===== config.mk =====
export PLATFORM = sky130hd
export DESIGN_NAME = multicycle_control_unit
export DESIGN_NICKNAME = d
export VERILOG_FILES = /design/src/rtl/alu_op_pkg.sv /design/src/rtl/instr_decoder.sv /design/src/rtl/multicycle_control_unit.sv
export SDC_FILE = /design/constraint.sdc
export NUM_CORES = 1
export LEC_CHECK = 0
export BUFFER_PORTS_ARGS = -buffer_cell sky130_fd_sc_hd__buf_4
export CAP_MARGIN = 20
export CORE_ASPECT_RATIO = 2
export CORE_MARGIN = 5
export CORE_UTILIZATION = 30
export CTS_CLUSTER_SIZE = 14
export DETAILED_ROUTE_END_ITERATION = 8
export GPL_ROUTABILITY_DRIVEN = 0
export SLEW_MARGIN = 40
export SYNTH_ARGS = -nofsm -noshare
export SYNTH_HDL_FRONTEND = slang
export SYNTH_SLANG_ARGS = --single-unit

===== constraint.sdc =====
create_clock -name clk -period 5.3 [get_ports clk]
set_input_delay 0 -clock clk [delete_from_list [all_inputs] [get_ports clk]]
set_output_delay 0 -clock clk [all_outputs]
set_load 0.02 [all_outputs]

===== src/rtl/alu_op_pkg.sv =====
// Shared types and constants for the multicycle control unit: FSM state
// encoding, opcodes, ALU operations (including the M-extension ops), and
// the decoded control word.
package alu_op_pkg;

  localparam logic [6:0] OPC_LOAD   = 7'b0000011;
  localparam logic [6:0] OPC_STORE  = 7'b0100011;
  localparam logic [6:0] OPC_BRANCH = 7'b1100011;
  localparam logic [6:0] OPC_OP     = 7'b0110011;
  localparam logic [6:0] OPC_OP_IMM = 7'b0010011;
  localparam logic [6:0] OPC_JAL    = 7'b1101111;
  localparam logic [6:0] OPC_JALR   = 7'b1100111;
  localparam logic [6:0] OPC_LUI    = 7'b0110111;
  localparam logic [6:0] OPC_AUIPC  = 7'b0010111;

  typedef logic [2:0] mcu_state_t;
  localparam mcu_state_t ST_IDLE   = 3'd0;
  localparam mcu_state_t ST_DECODE = 3'd1;
  localparam mcu_state_t ST_EXEC   = 3'd2;
  localparam mcu_state_t ST_MEM    = 3'd3;
  localparam mcu_state_t ST_WB     = 3'd4;
  localparam mcu_state_t ST_TRAP   = 3'd5;

  typedef logic [4:0] alu_op_t;
  localparam alu_op_t ALU_ADD    = 5'd0;
  localparam alu_op_t ALU_SUB    = 5'd1;
  localparam alu_op_t ALU_SLL    = 5'd2;
  localparam alu_op_t ALU_SLT    = 5'd3;
  localparam alu_op_t ALU_SLTU   = 5'd4;
  localparam alu_op_t ALU_XOR    = 5'd5;
  localparam alu_op_t ALU_SRL    = 5'd6;
  localparam alu_op_t ALU_SRA    = 5'd7;
  localparam alu_op_t ALU_OR     = 5'd8;
  localparam alu_op_t ALU_AND    = 5'd9;
  // M-extension ops occupy ALU_MUL + funct3
  localparam alu_op_t ALU_MUL    = 5'd10;
  localparam alu_op_t ALU_MULH   = 5'd11;
  localparam alu_op_t ALU_MULHSU = 5'd12;
  localparam alu_op_t ALU_MULHU  = 5'd13;
  localparam alu_op_t ALU_DIV    = 5'd14;
  localparam alu_op_t ALU_DIVU   = 5'd15;
  localparam alu_op_t ALU_REM    = 5'd16;
  localparam alu_op_t ALU_REMU   = 5'd17;

  typedef logic [2:0] br_type_t;
  localparam br_type_t BR_NONE = 3'd0;
  localparam br_type_t BR_EQ   = 3'd1;
  localparam br_type_t BR_NE   = 3'd2;
  localparam br_type_t BR_LT   = 3'd3;
  localparam br_type_t BR_GE   = 3'd4;

  typedef logic [2:0] imm_sel_t;
  localparam imm_sel_t IMM_NONE = 3'd0;
  localparam imm_sel_t IMM_I    = 3'd1;
  localparam imm_sel_t IMM_S    = 3'd2;
  localparam imm_sel_t IMM_B    = 3'd3;
  localparam imm_sel_t IMM_U    = 3'd4;
  localparam imm_sel_t IMM_J    = 3'd5;

  typedef struct packed {
    alu_op_t    alu_op;
    logic       alu_src;
    logic       mem_to_reg;
    logic [1:0] mem_read_size;
    logic       mem_read_signed;
    br_type_t   branch_type;
    logic       branch_signed;
    imm_sel_t   sel_imm;
    logic       jal;
    logic       jalr;
    logic       lui;
    logic       auipc;
  } ctrl_t;

  // Byte enables for SB/SH/SW; anything else writes nothing.
  function automatic logic [3:0] store_byte_en(input logic [2:0] funct3);
    case (funct3)
      3'b000:  store_byte_en = 4'b0001;
      3'b001:  store_byte_en = 4'b0011;
      3'b010:  store_byte_en = 4'b1111;
      default: store_byte_en = 4'b0000;
    endcase
  endfunction

endpackage


===== src/rtl/instr_decoder.sv =====
// Combinational RV32 instruction decoder: instruction word -> control word
// plus an illegal flag. MCU_MEXT_EN enables decoding of MUL..REMU
// (OP with funct7 = 0000001); without it those encodings are illegal.
// Illegal encodings always produce an all-zero control word.
import alu_op_pkg::*;

module instr_decoder (
  input  logic [31:0] instr,
  output ctrl_t       ctrl,
  output logic        illegal
);

  logic [6:0] opcode;
  logic [2:0] funct3;
  logic [6:0] funct7;
  logic       unused_fields;

  assign opcode        = instr[6:0];
  assign funct3        = instr[14:12];
  assign funct7        = instr[31:25];
  assign unused_fields = ^{instr[24:15], instr[11:7]};

  // Base integer ALU op from funct3; alt selects SUB/SRA.
  function automatic alu_op_t base_alu_op(input logic [2:0] f3, input logic alt);
    case (f3)
      3'b000:  base_alu_op = alt ? ALU_SUB : ALU_ADD;
      3'b001:  base_alu_op = ALU_SLL;
      3'b010:  base_alu_op = ALU_SLT;
      3'b011:  base_alu_op = ALU_SLTU;
      3'b100:  base_alu_op = ALU_XOR;
      3'b101:  base_alu_op = alt ? ALU_SRA : ALU_SRL;
      3'b110:  base_alu_op = ALU_OR;
      default: base_alu_op = ALU_AND;
    endcase
  endfunction

  // Decode opcode/funct fields into control fields and legality.
  always_comb begin
    ctrl    = '0;
    illegal = 1'b0;
    case (opcode)
      OPC_LOAD: begin
        ctrl.alu_src         = 1'b1;
        ctrl.mem_to_reg      = 1'b1;
        ctrl.sel_imm         = IMM_I;
        ctrl.mem_read_size   = funct3[1:0];
        ctrl.mem_read_signed = ~funct3[2];
        illegal = (funct3 == 3'b011) || (funct3 == 3'b110) || (funct3 == 3'b111);
      end
      OPC_STORE: begin
        ctrl.alu_src = 1'b1;
        ctrl.sel_imm = IMM_S;
        illegal      = funct3[2] || (funct3[1:0] == 2'b11);
      end
      OPC_BRANCH: begin
        ctrl.alu_op        = ALU_SUB;
        ctrl.sel_imm       = IMM_B;
        ctrl.branch_signed = funct3[2] & ~funct3[1];
        case (funct3)
          3'b000:  ctrl.branch_type = BR_EQ;
          3'b001:  ctrl.branch_type = BR_NE;
          3'b100:  ctrl.branch_type = BR_LT;
          3'b101:  ctrl.branch_type = BR_GE;
          3'b110:  ctrl.branch_type = BR_LT;
          3'b111:  ctrl.branch_type = BR_GE;
          default: illegal = 1'b1;
        endcase
      end
      OPC_OP: begin
        if (funct7 == 7'b0000000) begin
          ctrl.alu_op = base_alu_op(funct3, 1'b0);
        end else if (funct7 == 7'b0100000 && (funct3 == 3'b000 || funct3 == 3'b101)) begin
          ctrl.alu_op = base_alu_op(funct3, 1'b1);
`ifdef MCU_MEXT_EN
        end else if (funct7 == 7'b0000001) begin
          ctrl.alu_op = ALU_MUL + alu_op_t'(funct3);
`endif
        end else begin
          illegal = 1'b1;
        end
      end
      OPC_OP_IMM: begin
        ctrl.alu_src = 1'b1;
        ctrl.sel_imm = IMM_I;
        if (funct3 == 3'b001) begin
          ctrl.alu_op = ALU_SLL;
          illegal     = (funct7 != 7'b0000000);
        end else if (funct3 == 3'b101) begin
          ctrl.alu_op = base_alu_op(funct3, funct7[5]);
          illegal     = (funct7 != 7'b0000000) && (funct7 != 7'b0100000);
        end else begin
          ctrl.alu_op = base_alu_op(funct3, 1'b0);
        end
      end
      OPC_JAL: begin
        ctrl.jal     = 1'b1;
        ctrl.sel_imm = IMM_J;
      end
      OPC_JALR: begin
        ctrl.jalr    = 1'b1;
        ctrl.alu_src = 1'b1;
        ctrl.sel_imm = IMM_I;
        illegal      = (funct3 != 3'b000);
      end
      OPC_LUI: begin
        ctrl.lui     = 1'b1;
        ctrl.alu_src = 1'b1;
        ctrl.sel_imm = IMM_U;
      end
      OPC_AUIPC: begin
        ctrl.auipc   = 1'b1;
        ctrl.alu_src = 1'b1;
        ctrl.sel_imm = IMM_U;
      end
      default: illegal = 1'b1;
    endcase
    if (illegal) ctrl = '0;
  end

endmodule


===== src/rtl/multicycle_control_unit.sv =====
// Multicycle control unit: IDLE -> DECODE -> EXEC -> (MEM) -> (WB) -> IDLE,
// with TRAP for illegal instructions and memory timeouts.
// Optional feature macro: MCU_MEXT_EN (M-extension mul/div handshake in EXEC).
import alu_op_pkg::*;

module multicycle_control_unit #(
  parameter int          XLEN        = 32,
  parameter int unsigned MEM_TIMEOUT = 15
) (
  input  logic            clk,
  input  logic            rst_n,
  input  logic [XLEN-1:0] instr,
  input  logic            instr_valid,
  output logic            instr_ready,
  input  logic            mem_ack,
  input  logic            md_done,
  input  logic            trap_clr,
  output ctrl_t           ctrl,
  output logic            mem_req,
  output logic [3:0]      mem_we,
  output logic            reg_we,
  output logic            pc_en,
  output logic            md_start,
  output logic            retire,
  output logic            trap,
  output mcu_state_t      state
);

  localparam int CNT_W = $clog2(MEM_TIMEOUT + 1) + 1;

  if (XLEN != 32) begin : g_xlen_check
    $error("multicycle_control_unit: XLEN must be 32");
  end

  mcu_state_t       state_q, state_d;
  logic [XLEN-1:0]  instr_q;
  ctrl_t            ctrl_q;
  logic [CNT_W-1:0] cnt_q;
  ctrl_t            dec_ctrl;
  logic             dec_illegal;
  logic             is_load, is_store, is_branch;
  logic             timeout_hit;

  instr_decoder u_decoder (
    .instr   (instr_q[31:0]),
    .ctrl    (dec_ctrl),
    .illegal (dec_illegal)
  );

  assign is_load   = (instr_q[6:0] == OPC_LOAD);
  assign is_store  = (instr_q[6:0] == OPC_STORE);
  assign is_branch = (instr_q[6:0] == OPC_BRANCH);

  // Timeout fires on the cycle the wait counter would reach MEM_TIMEOUT.
  assign timeout_hit = (MEM_TIMEOUT != 0) && ((32'(cnt_q) + 32'd1) == MEM_TIMEOUT);

`ifdef MCU_MEXT_EN
  logic is_md, md_busy_q;
  assign is_md = (instr_q[6:0] == OPC_OP) && (instr_q[31:25] == 7'b0000001);

  // Marks that md_start has been issued and the unit is waiting on md_done.
  always_ff @(posedge clk) begin
    if (!rst_n) md_busy_q <= 1'b0;
    else        md_busy_q <= (state_q == ST_EXEC) && is_md && !(md_busy_q && md_done);
  end

  assign md_start = (state_q == ST_EXEC) && is_md && !md_busy_q;
`else
  logic md_unused;
  assign md_unused = md_done;
  assign md_start  = 1'b0;
`endif

  // Next-state logic.
  always_comb begin
    state_d = state_q;
    case (state_q)
      ST_IDLE:   if (instr_valid) state_d = ST_DECODE;
      ST_DECODE: state_d = dec_illegal ? ST_TRAP : ST_EXEC;
      ST_EXEC: begin
        if (is_load || is_store) state_d = ST_MEM;
        else if (is_branch)      state_d = ST_IDLE;
`ifdef MCU_MEXT_EN
        else if (is_md) begin
          if (md_busy_q && md_done) state_d = ST_WB;
        end
`endif
        else state_d = ST_WB;
      end
      ST_MEM: begin
        if (mem_ack)          state_d = is_load ? ST_WB : ST_IDLE;
        else if (timeout_hit) state_d = ST_TRAP;
      end
      ST_WB:   state_d = ST_IDLE;
      ST_TRAP: if (trap_clr) state_d = ST_IDLE;
      default: state_d = ST_IDLE;
    endcase
  end

  // State register.
  always_ff @(posedge clk) begin
    if (!rst_n) state_q <= ST_IDLE;
    else        state_q <= state_d;
  end

  // Instruction latch on accept; data only, so no reset.
  always_ff @(posedge clk) begin
    if (state_q == ST_IDLE && instr_valid) instr_q <= instr;
  end

  // Control word is captured from the decoder during DECODE and held.
  always_ff @(posedge clk) begin
    if (!rst_n)                    ctrl_q <= '0;
    else if (state_q == ST_DECODE) ctrl_q <= dec_ctrl;
  end

  // MEM wait counter: zero outside MEM, counts cycles without mem_ack.
  always_ff @(posedge clk) begin
    if (!rst_n)                                           cnt_q <= '0;
    else if (state_q != ST_MEM)                           cnt_q <= '0;
    else if (!mem_ack && MEM_TIMEOUT != 0 && !timeout_hit) cnt_q <= cnt_q + CNT_W'(1);
  end

  assign state       = state_q;
  assign ctrl        = ctrl_q;
  assign instr_ready = (state_q == ST_IDLE);
  assign mem_req     = (state_q == ST_MEM);
  assign mem_we      = (state_q == ST_MEM && is_store) ? store_byte_en(instr_q[14:12]) : 4'b0000;
  assign reg_we      = (state_q == ST_WB);
  assign retire      = (state_q == ST_WB)
                     || (state_q == ST_EXEC && is_branch)
                     || (state_q == ST_MEM && is_store && mem_ack);
  assign pc_en       = retire;
  assign trap        = (state_q == ST_TRAP);

endmodule

==> flow_metrics.tcl, run 1 <==
set metrics [dict create \
    post-dp-hpwl_um 4170 \
    final_cell_mix "buf_4 (54), dfxtp_1 (28), nand2_1 (21), nor2_1 (19), a21oi_1 (18)" \
    grt_antenna_before_repair 0 \
    routing_usage_on_met2_pct 19.7 \
    lkg_pwr_uw 0.00118 \
    synthesis.area_sq_um 2280 \
    grt_overflow 0 \
    fp.coreArea_sq_um 7490 \
    timing.clock.skew_ps 3.76 \
    synth_enable_flop_cells 17 \
    power_uw 819 \
    power_per_cell_area_nw_per_um2 271 \
    numCtsBuffers 5 \
    cp-startpoint "instr_q[5]$_DFFE_PP_" \
    detail_route.drc_violations 0 \
    synth_seq_area_share_pct 47.0 \
    seq_area_sq_um 1070 \
    grt_setup_unrepaired "no" \
    final_layout_net_count 350 \
    timing.critical_path.slowest_cell_delay_ps 620 \
    async_reset_ff_share_pct 0 \
    die_y_um 133 \
    final-max-slew-violation-count 0 \
    cts-root-to-sink-buffers 2 \
    timing.reg2reg.setup_slack_ps 2820 \
    crit_type "flop to flop" \
    mostFrequentLayoutCell "buf_4" \
    drive_gt1_share_pct 22.5 \
    cts_max_level 2 \
    timing.max_cap.violations 0 \
    via_count_of_the_first_global_routing_pass 1931 \
    finalWirelength_um 5660 \
    synth-main-ff-cell "dfxtp_1" \
    maximum_clock_frequency_mhz 404 \
    tritoncts_num_sinks 45 \
    row_count 45 \
    grt_first_pass_wirelength_um 9160 \
    final_core_utilization_pct 40.4 \
    holdCritPathClass "primary input to flop" \
    cp_num_buf_inv 0 \
    clk-insertion-delay-late_ps 280 \
    grt.busiest_layer "met2" \
    top_level_ports 73 \
    multiInputGateArea_sq_um 1080 \
    grt_max_degree 26 \
    yosys.cell_types.count 50 \
    io_buffers 54 \
    setup.worst_path.end_class "flop" \
    setup-tns-final_ps 0 \
    reg2reg_to "ctrl[18]$_SDFFE_PN0N_" \
    syn_area_per_cell_sq_um 9.08 \
    drt_pass1_iterations 4 \
    final_setup_viols 0 \
    routed_length_per_instance_um 14.0 \
    clock_transition_at_the_registers_of_the_reported_paths_ps 60 \
    cts.root.buffer_cell "clkbuf_16" \
    cts-resized-gates 0 \
    critical_path.slowest_cell "edfxtp_1" \
    rr_worst_depth 5 \
    worstPathRequired_ps 5490 \
    num_antenna_cells 0 \
    use_met3_pct 3.40 \
    flow.area_growth_from_synthesis_pct 32.8 \
    synth-warning-count 0 \
    dieWidth_um 71.6 \
    timing.critical_path.max_delay_family "simple AND/OR/NAND/NOR gates" \
    vdd_drop_max_uv 195 \
    max-slew-margin-rel_pct 48.3 \
    initial_core_util_pct 30.4 \
    outcome "completed" \
    use_met1_pct 14.6 \
    drt_first_iter_violations 89 \
    route.vias.total 2100 \
    crit_path_start_kind "flop" \
    hold_path_startpoint "mem_ack" \
    end_of_the_worst_hold_path "cnt_q[3]$_SDFFE_PP0P_" \
    min_period_over_period_pct 46.7 \
    fillerInstances 750 \
    reg2reg_from "instr_q[5]$_DFFE_PP_" \
    finalWorstPathRequiredPeriod_ps 2480 \
    synthCells 251 \
    grt_use_total_pct 11.8 \
    tritoncts_clock_tree "done" \
    report.final.hold_viol_count 0 \
    floorplan.die_area_sq_um 9540 \
    vias_per_cell 5.19 \
    whs_path_depth 3 \
    crit_fanout 14 \
    whs_ps 54.3 \
    ys_seq_elements 45 \
    crit_arrival_ps 2670 \
    ant_nets 0 \
    worst-slew-pin-transition_ps 770 \
    crit_path_cell_trace "nor2b_1 -> nand3_1 -> a221o_1 -> or4_4 -> o41ai_4" \
]
-- cell usage after synthesis (2+ instances only) --
library cell / number / area [sq um]
and2_1: 2 / 12.5
nand2_1: 21 / 78.8
nand4_1: 2 / 12.5
ha_1: 2 / 25.0
or3_1: 3 / 18.8
nor3_1: 8 / 40.0
nor4_1: 6 / 37.5
edfxtp_1: 17 / 510
or4_4: 2 / 22.5
o211ai_1: 5 / 37.5
a21oi_1: 18 / 90.1
nand2b_1: 2 / 12.5
o21ai_0: 15 / 75.1
a311oi_1: 2 / 17.5
o2111a_1: 2 / 22.5
and3_1: 6 / 37.5
nand3_1: 17 / 85.1
nor2b_1: 7 / 43.8
buf_4: 4 / 30.0
nand3b_1: 4 / 30.0
dfxtp_1: 28 / 561
a31o_2: 2 / 17.5
o31ai_1: 5 / 37.5
inv_1: 9 / 33.8
nor2_1: 19 / 71.3
clkbuf_1: 15 / 56.3
and3b_1: 2 / 17.5
xor2_1: 4 / 35.0
-- tightest hold or removal path: stages --
cell	delay [ps]
buf_4	100
o21ai_0	80
a21oi_1	110
-- worst max-delay path by stage --
stage / to / cells past startpoint
4_1_cts: retire / 6
6_report: ctrl[18]$_SDFFE_PN0N_ / 5
5_1_grt: ctrl[18]$_SDFFE_PN0N_ / 5
3_3_place_gp: ctrl[18]$_SDFFE_PN0N_ / 5
2_1_floorplan: ctrl[18]$_SDFFE_PN0N_ / 6
3_5_place_dp: ctrl[18]$_SDFFE_PN0N_ / 5
-- logic make-up after synthesis --
| logic type | Yosys count | share of synthesized area (%) |
|---|---|---|
| other | 1 | 0.165 |
| muxes | 1 | 0.439 |
| buffers and inverters | 29 | 5.77 |
| and+or+nand+nor | 103 | 23.4 |
| xor gates and xnor gates | 5 | 1.92 |
| DFF | 45 | 47.0 |
| adders and majority gates | 2 | 1.10 |
| AOI/OAI and AO/OA | 65 | 20.2 |
-- routing by layer --
metal  vias to the layer above  routed length (um)
met4                         0                  70
met1                       987                2340
met3                         6                 408
li1                       1037                   -
met2                        70                2840
met5                         -                   0
-- stage by stage --
stage / setup slack [ps] / std cells / cell area, sq um
after floorplan: 3000 / 252 / 2280
after global placement: 2880 / 380 / 2710
after detailed placement: 2840 / 380 / 2710
after CTS: 2700 / 405 / 3020
after global routing: 2670 / 405 / 3030
final: 2820 / 405 / 3030
-- power by group --
part	switching (uW)	internal [uW]	total, uW
Clock	122	172	294
Sequential	27.2	379	406
Combinational	68.9	49.5	118
-- registers in the layout (all words and copies together), names as in the netlist --
signal and count:
cnt_q 5, state 3, ctrl 20, instr_q 17
-- repair_timing --
item | in CTS | in global routing
endpoints found under the hold margin | 17 | 0
buffers inserted | 0 | 0
hold buffers | 17 | 0
-- final cells by class --
class	instances	area share [%]
timing repair buffer	71	19.0
clock inverter	3	0.579
multi-input combinational	178	35.9
tap	94	3.89
sequential	45	35.4
clock buffer	5	4.14
inverter	9	1.12
Power figures use the tool's default switching activity.
==> run 2, diff against run 1 <==
--- a/config.mk
+++ b/config.mk
@@ -5,6 +5,7 @@
 export SDC_FILE = /design/constraint.sdc
 export NUM_CORES = 1
 export LEC_CHECK = 0
+export ABC_AREA = 1
 export BUFFER_PORTS_ARGS = -buffer_cell sky130_fd_sc_hd__buf_4
 export CAP_MARGIN = 20
 export CORE_ASPECT_RATIO = 2
==> constraint.sdc (replaced) <==
create_clock -name clk -period 2.3 [get_ports clk]
set_input_delay 0 -clock clk [delete_from_list [all_inputs] [get_ports clk]]
set_output_delay 0 -clock clk [all_outputs]
set_load 0.02 [all_outputs]
==> flow_metrics.tcl, run 2 <==
set metrics [dict create \
    final_cells 464 \
    lkg_pwr_uw 0.00129 \
    report.final.hold_viol_count 0 \
    synth-main-ff-cell "dfxtp_1" \
    vias_per_cell 4.69 \
    cp_num_buf_inv 4 \
    worst_path_most_repeated_cell "inv_1" \
    synth_top_cells_by_area "dfxtp_1 (24%), edfxtp_1 (22%), nand2_1 (11%), a21oi_1 (6.8%), nor2_1 (5.7%)" \
    clock_transition_at_the_registers_of_the_reported_paths_ps 60 \
    finalWorstPathRequiredPeriod_ps 2080 \
    timing.clock.skew_ps 5.74 \
    crit_arrival_ps 2080 \
    fillerInstances 782 \
    swShare_pct 30.6 \
    route.vias.total 2174 \
    power_per_cell_area_nw_per_um2 746 \
    detail_route.drc_violations 0 \
    largest_register_ffs 20 \
    ant_nets 0 \
    via_count_of_the_first_global_routing_pass 2197 \
    crit_fanout 7 \
    timing.max_cap.violations 0 \
    crit_path_cell_trace "inv_1 -> nor3_2 -> inv_1 -> nor4_1 -> inv_1 -> o21ai_1 -> buf_4" \
    maximum_clock_frequency_mhz 481 \
    yosys.cell_types.count 34 \
    min_period_over_period_pct 90.4 \
    netSwitchingPower_uw 712 \
    setup-tns-final_ps 0 \
    synthesis.area_sq_um 2290 \
    post-dp-hpwl_um 4690 \
    worst-slew-pin-transition_ps 654 \
    synth-warning-count 0 \
    worstPathRequired_ps 2300 \
    tritoncts_num_sinks 45 \
    dpl-instance-area_sq_um 2770 \
    setup.worst_path.end_class "output port" \
    cts.root.buffer_cell "clkbuf_16" \
    num_antenna_cells 0 \
    yosysMostFrequentCell "nand2_1" \
    syn_area_per_cell_sq_um 7.71 \
    synth_commonest_cells "nand2_1 (65), nor2_1 (35), a21oi_1 (31)" \
    internal_power_consumption_uw 1620 \
    vdd_drop_max_uv 556 \
    grt_antenna_before_repair 0 \
    clk-insertion-delay-late_ps 290 \
    grt_overflow 0 \
    cts_max_level 2 \
    max-slew-margin-rel_pct 56.4 \
    grt_setup_unrepaired "no" \
    flow.area_growth_from_synthesis_pct 36.4 \
    numCtsBuffers 5 \
    tritoncts_clock_tree "done" \
    final_setup_viols 0 \
    grt_max_degree 24 \
    timing.critical_path.slowest_cell_delay_ps 490 \
    final_cell_mix "nand2_1 (65), buf_4 (57), nor2_1 (35), a21oi_1 (31), dfxtp_1 (27)" \
    synth_seq_area_share_pct 46.8 \
    drt_first_iter_violations 78 \
    top_level_ports 73 \
    timing.critical_path.max_delay_family "buffers and inverters" \
    clockPowerShare_pct 33.5 \
    io_buffers 54 \
    die_y_um 134 \
    async_reset_ff_share_pct 0 \
    stdcell_area_sq_um 3120 \
    synthCells 297 \
    crit_type "flop to output port" \
    synth.largest_area_cell "dfxtp_1" \
    floorplan.die_area_sq_um 9580 \
    routed_length_per_instance_um 12.5 \
    ys_seq_elements 45 \
    final_layout_net_count 409 \
    synth_enable_flop_cells 17 \
    power_frac_seq_pct 42.5 \
    drt_pass1_iterations 4 \
    drive_gt1_share_pct 23.0 \
    grt_use_total_pct 12.8 \
    combinationalPowerShare_pct 24.0 \
    finalWirelength_um 5820 \
    mostFrequentLayoutCell "nand2_1" \
    critical_path.slowest_cell "dfxtp_1" \
    cells_after_dpl 437 \
    holdCritPathClass "primary input to flop" \
    cts-root-to-sink-buffers 2 \
    crit_path_start_kind "flop" \
    yosys.area.top_type_share_pct 24.5 \
    grt_first_pass_wirelength_um 9680 \
    fp.coreArea_sq_um 7540 \
    final_core_utilization_pct 41.4 \
    row_count 45 \
    whs_ps 81.2 \
    final-max-slew-violation-count 0 \
    dieWidth_um 71.8 \
    outcome "completed" \
    initial_core_util_pct 30.3 \
]
[run 2: path summary, 6_finish.rpt]
kind                         startpoint               endpoint  slack [ps]  depth (start not counted)
setup reg to reg  instr_q[13]$_DFFE_PP_  state[2]$_SDFFE_PN0P_         370                         10
hold / removal                  mem_ack  cnt_q[4]$_SDFFE_PP0P_          80                          4
hold reg to reg    ctrl[4]$_SDFFE_PN0N_   ctrl[4]$_SDFFE_PN0N_         470                          2
setup / recovery  state[0]$_SDFFE_PN0P_                 retire         220                          7
[run 2: power by group through the flow]
stage,Combinational [uW],Clock [uW],Sequential [uW]
2_1_floorplan,374,0,1000
3_3_place_gp,534,0,1000
3_5_place_dp,536,0,1010
4_1_cts,564,809,989
5_1_grt,625,835,1000
6_report,559,781,990
[run 2: timing repair]
action / 4_1_cts / 5_1_grt
setup endpoints to repair: 0 / 2
hold buffers: 19 / 0
buffers inserted: 0 / 0
resized for setup: 0 / 2
hold endpoints to repair: 19 / 0
[run 2: layout make-up]
class,count,area (sq um),area share [%]
clock buffer,6,129,4.13
clock inverter,2,33.8,1.08
inverter,33,125,4.01
multi-input combinational,208,1020,32.8
sequential,45,1070,34.4
tap,94,118,3.77
timing repair buffer,76,618,19.8
[run 2: metrics by stage]
stage               total power (uW)  setup slack [ps]
floorplan                       1370              61.2
global placement                1540               396
detailed placement              1540               380
CTS                             2360              86.5
global route                    2460              54.0
finish                          2330               221
[run 2: tightest hold or removal path, cell delays in order]
cell     delay, ps
buf_4           90
inv_1           50
nand2_1        110
a21oi_1         70
[run 2: logic make-up (layout without fill, tap and decap cells)]
kind of cell | after synthesis | in the layout | share of synthesized area (%)
adders and majority gates | 2 | 2 | 1.09
DFF | 45 | 45 | 46.8
other | 1 | 2 | 0.164
buffers and inverters | 45 | 117 | 9.24
xor gates and xnor gates | 3 | 3 | 1.15
AOI/OAI and AO/OA | 45 | 45 | 10.2
and+or+nand+nor | 156 | 156 | 31.3
[run 2: routing by layer]
metal	share of wire (%)	track usage [%]
met1	34	12.0
met2	57	24.0
met3	4.6	2.34
met4	4.8	8.58
met5	0	0
